--- src/rtl/coin_acceptor.sv ---
// coin_acceptor: debounces two coin sensors, queues accepted coins and emits them one per two cycles
module coin_acceptor #(
  parameter int DEBOUNCE_CYCLES = 4,
  parameter int FIFO_DEPTH = 4
) (
  input  logic                            clk,
  input  logic                            reset,
  input  logic                            sense_5,
  input  logic                            sense_10,
  input  logic                            coin_inhibit,
  output logic [1:0]                      coin,
  output logic                            reject,
  output logic                            overflow,
  output logic [$clog2(FIFO_DEPTH):0]     fifo_count
);
  localparam int AW = $clog2(FIFO_DEPTH);
  localparam logic [1:0] S_IDLE = 2'd0;
  localparam logic [1:0] S_QUAL = 2'd1;
  localparam logic [1:0] S_WAIT = 2'd2;
  localparam logic [3:0] D_LAST = 4'(DEBOUNCE_CYCLES - 1);
  localparam logic [AW:0] FULL = (AW + 1)'(FIFO_DEPTH);

  logic [1:0]    r_sync1;
  logic [1:0]    r_sync2;
  logic [1:0]    r_state;
  logic [1:0]    r_pat;
  logic [3:0]    r_cnt;
  logic [1:0]    r_mem [FIFO_DEPTH];
  logic [AW-1:0] r_wp;
  logic [AW-1:0] r_rp;
  logic [1:0]    w_pat;
  logic          w_accept;
  logic          w_push;
  logic          w_full;
  logic          w_wr;
  logic          w_rd;

  assign w_pat    = r_sync2;
  assign w_accept = (r_state == S_QUAL) && (w_pat == r_pat) && (r_cnt == D_LAST);
  assign w_push   = w_accept && (r_pat != 2'b11);
  assign w_full   = (fifo_count == FULL);
  assign w_wr     = w_push && !w_full;
  assign w_rd     = (fifo_count != '0) && !coin_inhibit && (coin == 2'b00);

  // two-flop synchronizers for the raw sensors, bit 1 = ten, bit 0 = five
  always_ff @(posedge clk or posedge reset) begin
    if (reset) begin
      r_sync1 <= 2'b00;
      r_sync2 <= 2'b00;
    end else begin
      r_sync1 <= {sense_10, sense_5};
      r_sync2 <= r_sync1;
    end
  end

  // qualifier: a pattern must hold for DEBOUNCE_CYCLES, then both sensors must stay low as long before re-arming
  always_ff @(posedge clk or posedge reset) begin
    if (reset) begin
      r_state <= S_IDLE;
      r_pat   <= 2'b00;
      r_cnt   <= 4'd0;
    end else begin
      case (r_state)
        S_IDLE: if (w_pat != 2'b00) begin
          r_state <= S_QUAL;
          r_pat   <= w_pat;
          r_cnt   <= 4'd1;
        end
        S_QUAL: if (w_pat == 2'b00) begin
          r_state <= S_IDLE;
          r_cnt   <= 4'd0;
        end else if (w_pat != r_pat) begin
          r_pat <= w_pat;
          r_cnt <= 4'd1;
        end else if (w_accept) begin
          r_state <= S_WAIT;
          r_cnt   <= 4'd0;
        end else begin
          r_cnt <= r_cnt + 4'd1;
        end
        S_WAIT: if (w_pat != 2'b00) begin
          r_cnt <= 4'd0;
        end else if (r_cnt == D_LAST) begin
          r_state <= S_IDLE;
          r_cnt   <= 4'd0;
        end else begin
          r_cnt <= r_cnt + 4'd1;
        end
        default: begin
          r_state <= S_IDLE;
          r_cnt   <= 4'd0;
        end
      endcase
    end
  end

  // coin storage; contents need no reset because the pointers and count define validity
  always_ff @(posedge clk) begin
    if (w_wr) r_mem[r_wp] <= r_pat;
  end

  // FIFO bookkeeping plus registered coin, reject and overflow outputs
  always_ff @(posedge clk or posedge reset) begin
    if (reset) begin
      r_wp       <= '0;
      r_rp       <= '0;
      fifo_count <= '0;
      coin       <= 2'b00;
      reject     <= 1'b0;
      overflow   <= 1'b0;
    end else begin
      r_wp       <= w_wr ? r_wp + AW'(1) : r_wp;
      r_rp       <= w_rd ? r_rp + AW'(1) : r_rp;
      fifo_count <= fifo_count + {{AW{1'b0}}, w_wr} - {{AW{1'b0}}, w_rd};
      coin       <= w_rd ? r_mem[r_rp] : 2'b00;
      reject     <= w_accept && (r_pat == 2'b11);
      overflow   <= w_push && w_full;
    end
  end
endmodule

--- config.mk ---
export PLATFORM = sky130hd
export DESIGN_NAME = coin_acceptor
export DESIGN_NICKNAME = d
export VERILOG_FILES = /design/src/rtl/coin_acceptor.sv
export SDC_FILE = /design/constraint.sdc
export NUM_CORES = 1
export LEC_CHECK = 0
export CAP_MARGIN = 20
export CORE_UTILIZATION = 45
export DETAILED_ROUTE_END_ITERATION = 6
export DONT_BUFFER_PORTS = 1
export PLACE_DENSITY = 0.67
export SLEW_MARGIN = 5
export SYNTH_ARGS = -nofsm -noshare
export SYNTH_HDL_FRONTEND = slang
export SYNTH_SLANG_ARGS = --single-unit
--- constraint.sdc ---
create_clock -name clk -period 3.1 [get_ports clk]
set_input_delay 0.62 -clock clk [delete_from_list [all_inputs] [get_ports clk]]
set_output_delay 0.62 -clock clk [all_outputs]
set_load 0.005 [all_outputs]
=== Word-level counts from Yosys, hierarchy flattened ===
Memory sizes are Yosys's and may differ from the RTL's.
Cells that the tools add are included.

* Memory bits (writable): 8
* Register bits after elaboration: 23
* Bits of input ports: 5
* Memories kept: 1

{| class="wikitable"
|+ Memory list
! name !! depth !! width !! rd ports !! clocked after memory_dff !! write ports !! RTL line !! RTL
|-
| r_mem || 4 || 2 || 1 || 0 || 1 || 28 || <nowiki>logic [1:0] r_mem [FIFO_DEPTH];</nowiki>
|}

* Add/subtract/negate cells: 5
* Muxes and demuxes: 21
* Equal/unequal tests: 15
* Reductions and logical operators: 18

{| class="wikitable"
|+ Operator list
! kind !! count
|-
| 4-bit 2-to-1 mux || 6
|-
| 2-bit 2-to-1 mux || 10
|-
| 4-bit case mux with 3 select lines || 1
|-
| 2-bit != test (second input constant) || 5
|-
| 1-bit logical AND || 8
|-
| 2-bit zero test || 3
|-
| 2-bit case mux with 3 select lines || 1
|-
| 5-bit AND reduction || 1
|-
| 2-bit by 1-bit adder with 2-bit output (second input constant) || 2
|-
| 4-bit by 1-bit adder with 4-bit output (second input constant) || 1
|-
| 2-bit equality test (second input constant) || 2
|-
| 4-bit by 2-bit equality test with 1-bit output (second input constant) || 1
|-
| 2-bit case mux with 2 select lines || 1
|-
| 4-bit AND reduction || 1
|-
| 2-bit nonzero test || 2
|-
| 3-bit by 1-bit adder with 3-bit output || 1
|-
| 3-bit equality test (second input constant) || 1
|-
| 3-bit by 2-bit != test with 1-bit output (second input constant) || 1
|-
| 3-bit != test (second input constant) || 1
|-
| 3-bit nonzero test || 1
|-
| 3-bit by 1-bit subtractor with 3-bit output || 1
|-
| 2-bit by 1-bit equality test with 1-bit output (second input constant) || 1
|-
| 2-bit equality test || 1
|-
| 1-bit zero test || 2
|-
| other kinds (3) || 4
|}

=== Longest topological paths before layout ===
* Depth in word-level cells: 7
* Mapped depth: 12
* Depth with buffers taken out: 11

=== Least setup slack after synthesis ===
OpenSTA, ideal clock, no wires.

* Kind: register -> register
* From: register r_cnt[0]
* To: register fifo_count[2]
* Arrival time: 2.463 ns
* Data required time: 2.976 ns
* Cell stages (with the launch flop): 13
* Setup slack: 0.513 ns
* Cells stage by stage: dfrtp_1 > ha_1 > nor3b_2 > nand4_2 > and3b_1 > buf_6 > inv_1 > ha_1 > inv_1 > ha_1 > fa_1 > xor2_1 > xnor2_1

* Cells in the longest elaborated chain, start to end: 6

{| class="wikitable"
|+ Ends and longest elaborated chain
! element !! RTL line !! RTL
|-
| start: declaration || 27 || <nowiki>logic [3:0] r_cnt;</nowiki>
|-
| start signal: assignment || 79 || <nowiki>r_cnt <= r_cnt + 4'd1;</nowiki>
|-
| start signal: assignment || 87 || <nowiki>r_cnt <= r_cnt + 4'd1;</nowiki>
|-
| 4-bit by 2-bit equality test with 1-bit output || 39 || <nowiki>assign w_accept = (r_state == S_QUAL) && (w_pat == r_pat) && (r_cnt == D_LAST);</nowiki>
|-
| 1-bit logical AND || 39 ||
|-
| 1-bit logical AND || 40 || <nowiki>assign w_push = w_accept && (r_pat != 2'b11);</nowiki>
|-
| 1-bit logical AND || 42 || <nowiki>assign w_wr = w_push && !w_full;</nowiki>
|-
| 3-bit by 1-bit adder with 3-bit output || 114 || <nowiki>fifo_count <= fifo_count + {{AW{1'b0}}, w_wr} - {{AW{1'b0}}, w_rd};</nowiki>
|-
| 3-bit by 1-bit subtractor with 3-bit output || 114 ||
|-
| end signal: assignment || 114 ||
|-
| end: declaration || 14 || <nowiki>output logic [$clog2(FIFO_DEPTH):0] fifo_count</nowiki>
|}

No other way between the ends.
A chain may end at the register's enable or synchronous reset.

=== Worst setup path in the final report ===
Same ends and word-level chain as after synthesis.

==> flow_metrics.env <==
export IMPL_run_status="finished, final reports clean"
export IMPL_synth_edff_count=8
export IMPL_drcViolationCount=0
export IMPL_area_growth_pct=8.12
export IMPL_cpPeakStageDelay_ns=0.42
export IMPL_timing_worst_slew_pin_value_ns=0.869
export IMPL_gp_congestion=0.776
export IMPL_grt_first_pass_wirelength_um=3890
export IMPL_yosysTopAreaCell="dfrtp_1"
export IMPL_placement_rows=20
export IMPL_synth_compound_area_share=0.0561
export IMPL_proportion_of_synthesized_area_in_mux_cells=0.0415
export IMPL_clock_fmax_mhz=349
export IMPL_seq_area_frac_synth=0.563
export IMPL_vias_in_the_first_global_route=873
export IMPL_worstHoldPathType="in2reg"
export IMPL_worst_setup_path_type="reg2reg"
export IMPL_routed_wl_um=2220
export IMPL_chipWidth_um=58.7
export IMPL_globalRouteTotalUtil=0.159
export IMPL_cts_root_buf="clkbuf_4"
export IMPL_synth_cell_area_sq_um=1450
export IMPL_layout_skew_ns=0.0120
export IMPL_critical_path_slowest_cell="dfrtp_1"
export IMPL_largest_family_of_logic_cells_by_synthesized_area="simple AND/OR/NAND/NOR gates"
export IMPL_wl_per_cell_um=13.0
export IMPL_cts_buffers_inserted=5
export IMPL_comb_power_share=0.240
export IMPL_multi_input_area_sq_um=587
export IMPL_postCtsSetupBuffers=0
export IMPL_final_seq_area_sq_um=816
export IMPL_vias=861
export IMPL_synth_top_flop_cell="dfrtp_1"
export IMPL_antenna_cells=0
export IMPL_global_route_overflow=0
export IMPL_post_synthesis_net_count=131
export IMPL_drt_pass1_iter_count=4
export IMPL_initial_standard_cell_utilization_of_the_core=0.475
export IMPL_p_int_uw=741
export IMPL_placed_cell_area_sq_um=1510
export IMPL_dpl_hpwl_um=1580
export IMPL_detail_route_antenna_nets=0
export IMPL_floorplan_io_pins=12
export IMPL_max_slew_margin_rel=0.420
export IMPL_synth_lib_cells_used_distinct=38
export IMPL_maxCapViolCount=0
export IMPL_post_cts_hold_buffer_count=0
export IMPL_placement_io_buffers=0
export IMPL_synth_top_cells_by_area="dfrtp_1 40%, edfxtp_1 17%, ha_1 6.0%"
export IMPL_post_cts_resized=0
export IMPL_yosys_register_bits=31
export IMPL_power_density_nw_per_um2=689
export IMPL_number_of_failing_hold_endpoints_at_the_final_stage=0
export IMPL_synth_adder_area_share=0.0743
export IMPL_grt_max_degree=24
export IMPL_clock_sinks=31
export IMPL_core_area_sq_um=3050
export IMPL_crit_path_start_kind="flip-flop"
export IMPL_timing_critical_path_to_type="flip-flop"
export IMPL_layout_core_utilization=0.513
export IMPL_mostFrequentLayoutCells="23 x dfrtp_1, 11 x nand2_1, 9 x nor2_1, 8 x edfxtp_1"
export IMPL_area_enclosed_by_the_die_boundary_sq_um=3450
export IMPL_cp_cell_sequence="ha_1 > nor3b_2 > nand4_2 > and3b_1 > inv_1 > ha_1 > inv_1 > ha_1 > fa_1 > xor2_1 > xnor2_1"
export IMPL_layout_commonest_cell="dfrtp_1"
export IMPL_cts_htree_levels=2
export IMPL_synth_simple_area_share=0.186
export IMPL_post_synth_top_area_fraction=0.397
export IMPL_synth_xor_xnor_area_share=0.0475
export IMPL_final_min_clock_period_ns=2.87
export IMPL_critPathArrivalTime_ns=3.09
export IMPL_num_fill_cells=292
export IMPL_timing_setup_tns_ns=0
export IMPL_clock_latency_ns=0.33
export IMPL_proportion_of_layout_cells_with_a_drive_suffix_above_1=0.135
export IMPL_yosysWarningCount=0
export IMPL_fin_area_sq_um=1570
export IMPL_syn_mean_instance_area_sq_um=12.3
export IMPL_tritoncts="done"
export IMPL_post_drt_via_cell_ratio=5.06
export IMPL_final_net_count=138
export IMPL_unrepaired_setup_endpoints_after_global_routing="false"
export IMPL_layout_worst_path_cycle_share=0.925
export IMPL_post_synth_inst_count=118
export IMPL_cp_common_cell="ha_1"
export IMPL_timing_critical_path_fanout_max=7
export IMPL_p_sw_uw=338
export IMPL_detail_route_iter0_violations=48
export IMPL_seqPwrFrac=0.534
export IMPL_die_height_um=58.7
export IMPL_antenna_found_initial=0
export IMPL_synth_async_reset_ratio=0.742
export IMPL_clkPwrFrac=0.226
export IMPL_final_max_slew_viol_count=0
export IMPL_max_vdd_ir_drop_v=0.000259
export IMPL_clock_input_transition_at_the_sequential_cells_of_the_worst_setup_and_hold_paths_ns=0.09
export IMPL_cp_required_ns=3.32
export IMPL_final_setup_viol_count=0
export IMPL_power_share_switching=0.313
export IMPL_ctsLongestPathBuffers=2
export IMPL_power_leakage_uw=0.000689
## flip-flops by register name, indices dropped and copies added, names as in the netlist
signal and flops:
r_sync1 2, r_sync2 2, r_wp 2, r_rp 2
coin 2, reject 1, r_mem 8, r_state 2
overflow 1, r_cnt 4, fifo_count 3, r_pat 2
## final cells by class
type	instances	share of cell area
Clock buffer	7	0.0351
Tap cell	44	0.0351
Sequential cell	31	0.521
Clock inverter	1	0.00319
Inverter	7	0.0168
Timing Repair Buffer	3	0.0144
Multi-Input combinational cell	77	0.375
## critical path, delay by kind of cell, from the launching register on
kind          cells  cell delay, ns
fa+ha+maj         4            1.04
simple gates      3            0.88
flops             1            0.42
xor+xnor          2            0.29
buf+inv           2            0.13
## synthesized netlist by cell type, types with 2 or more instances
cell,n
nand2b_1,2
ha_1,7
a22oi_1,2
inv_1,7
a21oi_1,2
and2_1,7
xor2_1,2
nor2b_1,4
mux4_2,2
nor3_1,5
nand2_1,11
xnor2_1,4
dfrtp_1,23
edfxtp_1,8
nor2_1,9
## power by group through the flow
| stage | registers [uW] | clock network [uW] | logic, uW |
|---|---|---|---|
| after detailed placement | 585 | 0 | 259 |
| after floorplan | 564 | 0 | 209 |
| final | 576 | 244 | 259 |
| after global placement | 579 | 0 | 242 |
| after CTS | 576 | 254 | 263 |
| after global routing | 592 | 277 | 303 |
## path summary, 6_finish.rpt
path	cells after the start	slack, ns	endpoint	from
worst max-delay path	11	0.23	fifo_count[2]$_DFF_PP0_	r_cnt[0]$_DFFE_PP0N_
worst min-delay path	0	0.32	r_sync1[1]$_DFF_PP0_	sense_10
worst max register to register	11	0.23	fifo_count[2]$_DFF_PP0_	r_cnt[0]$_DFFE_PP0N_
worst min register to register	0	0.35	r_sync2[1]$_DFF_PP0_	r_sync1[1]$_DFF_PP0_
max in group asynchronous	1	2.21	r_sync2[0]$_DFF_PP0_	reset
min in group asynchronous	1	0.35	r_wp[1]$_DFFE_PP0P_	reset
## kinds of logic (layout without fill, tap and decap cells)
kind of cell / Yosys count / count (layout)
AND/OR/NAND/NOR: 48 / 48
XOR/XNOR: 7 / 7
multiplexers: 3 / 3
adder cells (fa/ha/maj): 8 / 8
flip-flops: 31 / 31
AO/OA/AOI/OAI: 11 / 11
buffers and inverters: 10 / 18
## metrics by stage
stage / setup slack [ns] / std cells / total power [uW] / hold slack [ns]
2_1_floorplan: 0.513 / 118 / 774 / 0.331
3_3_place_gp: 0.357 / 162 / 821 / 0.333
4_1_cts: 0.229 / 170 / 1090 / 0.297
3_5_place_dp: 0.250 / 162 / 844 / 0.337
6_report: 0.231 / 170 / 1080 / 0.319
5_1_grt: 0.0590 / 170 / 1170 / 0.283
## layer usage
metal  GRT usage  vias to the layer above  part of all wire
met3      0.0659                        6             0.046
met4      0.0816                        0             0.023
li1            -                      417                 -
met1       0.204                      420              0.49
met2       0.229                       18              0.44
met5           0                        -                 0
Note: power is estimated with default switching activity, not from simulation.
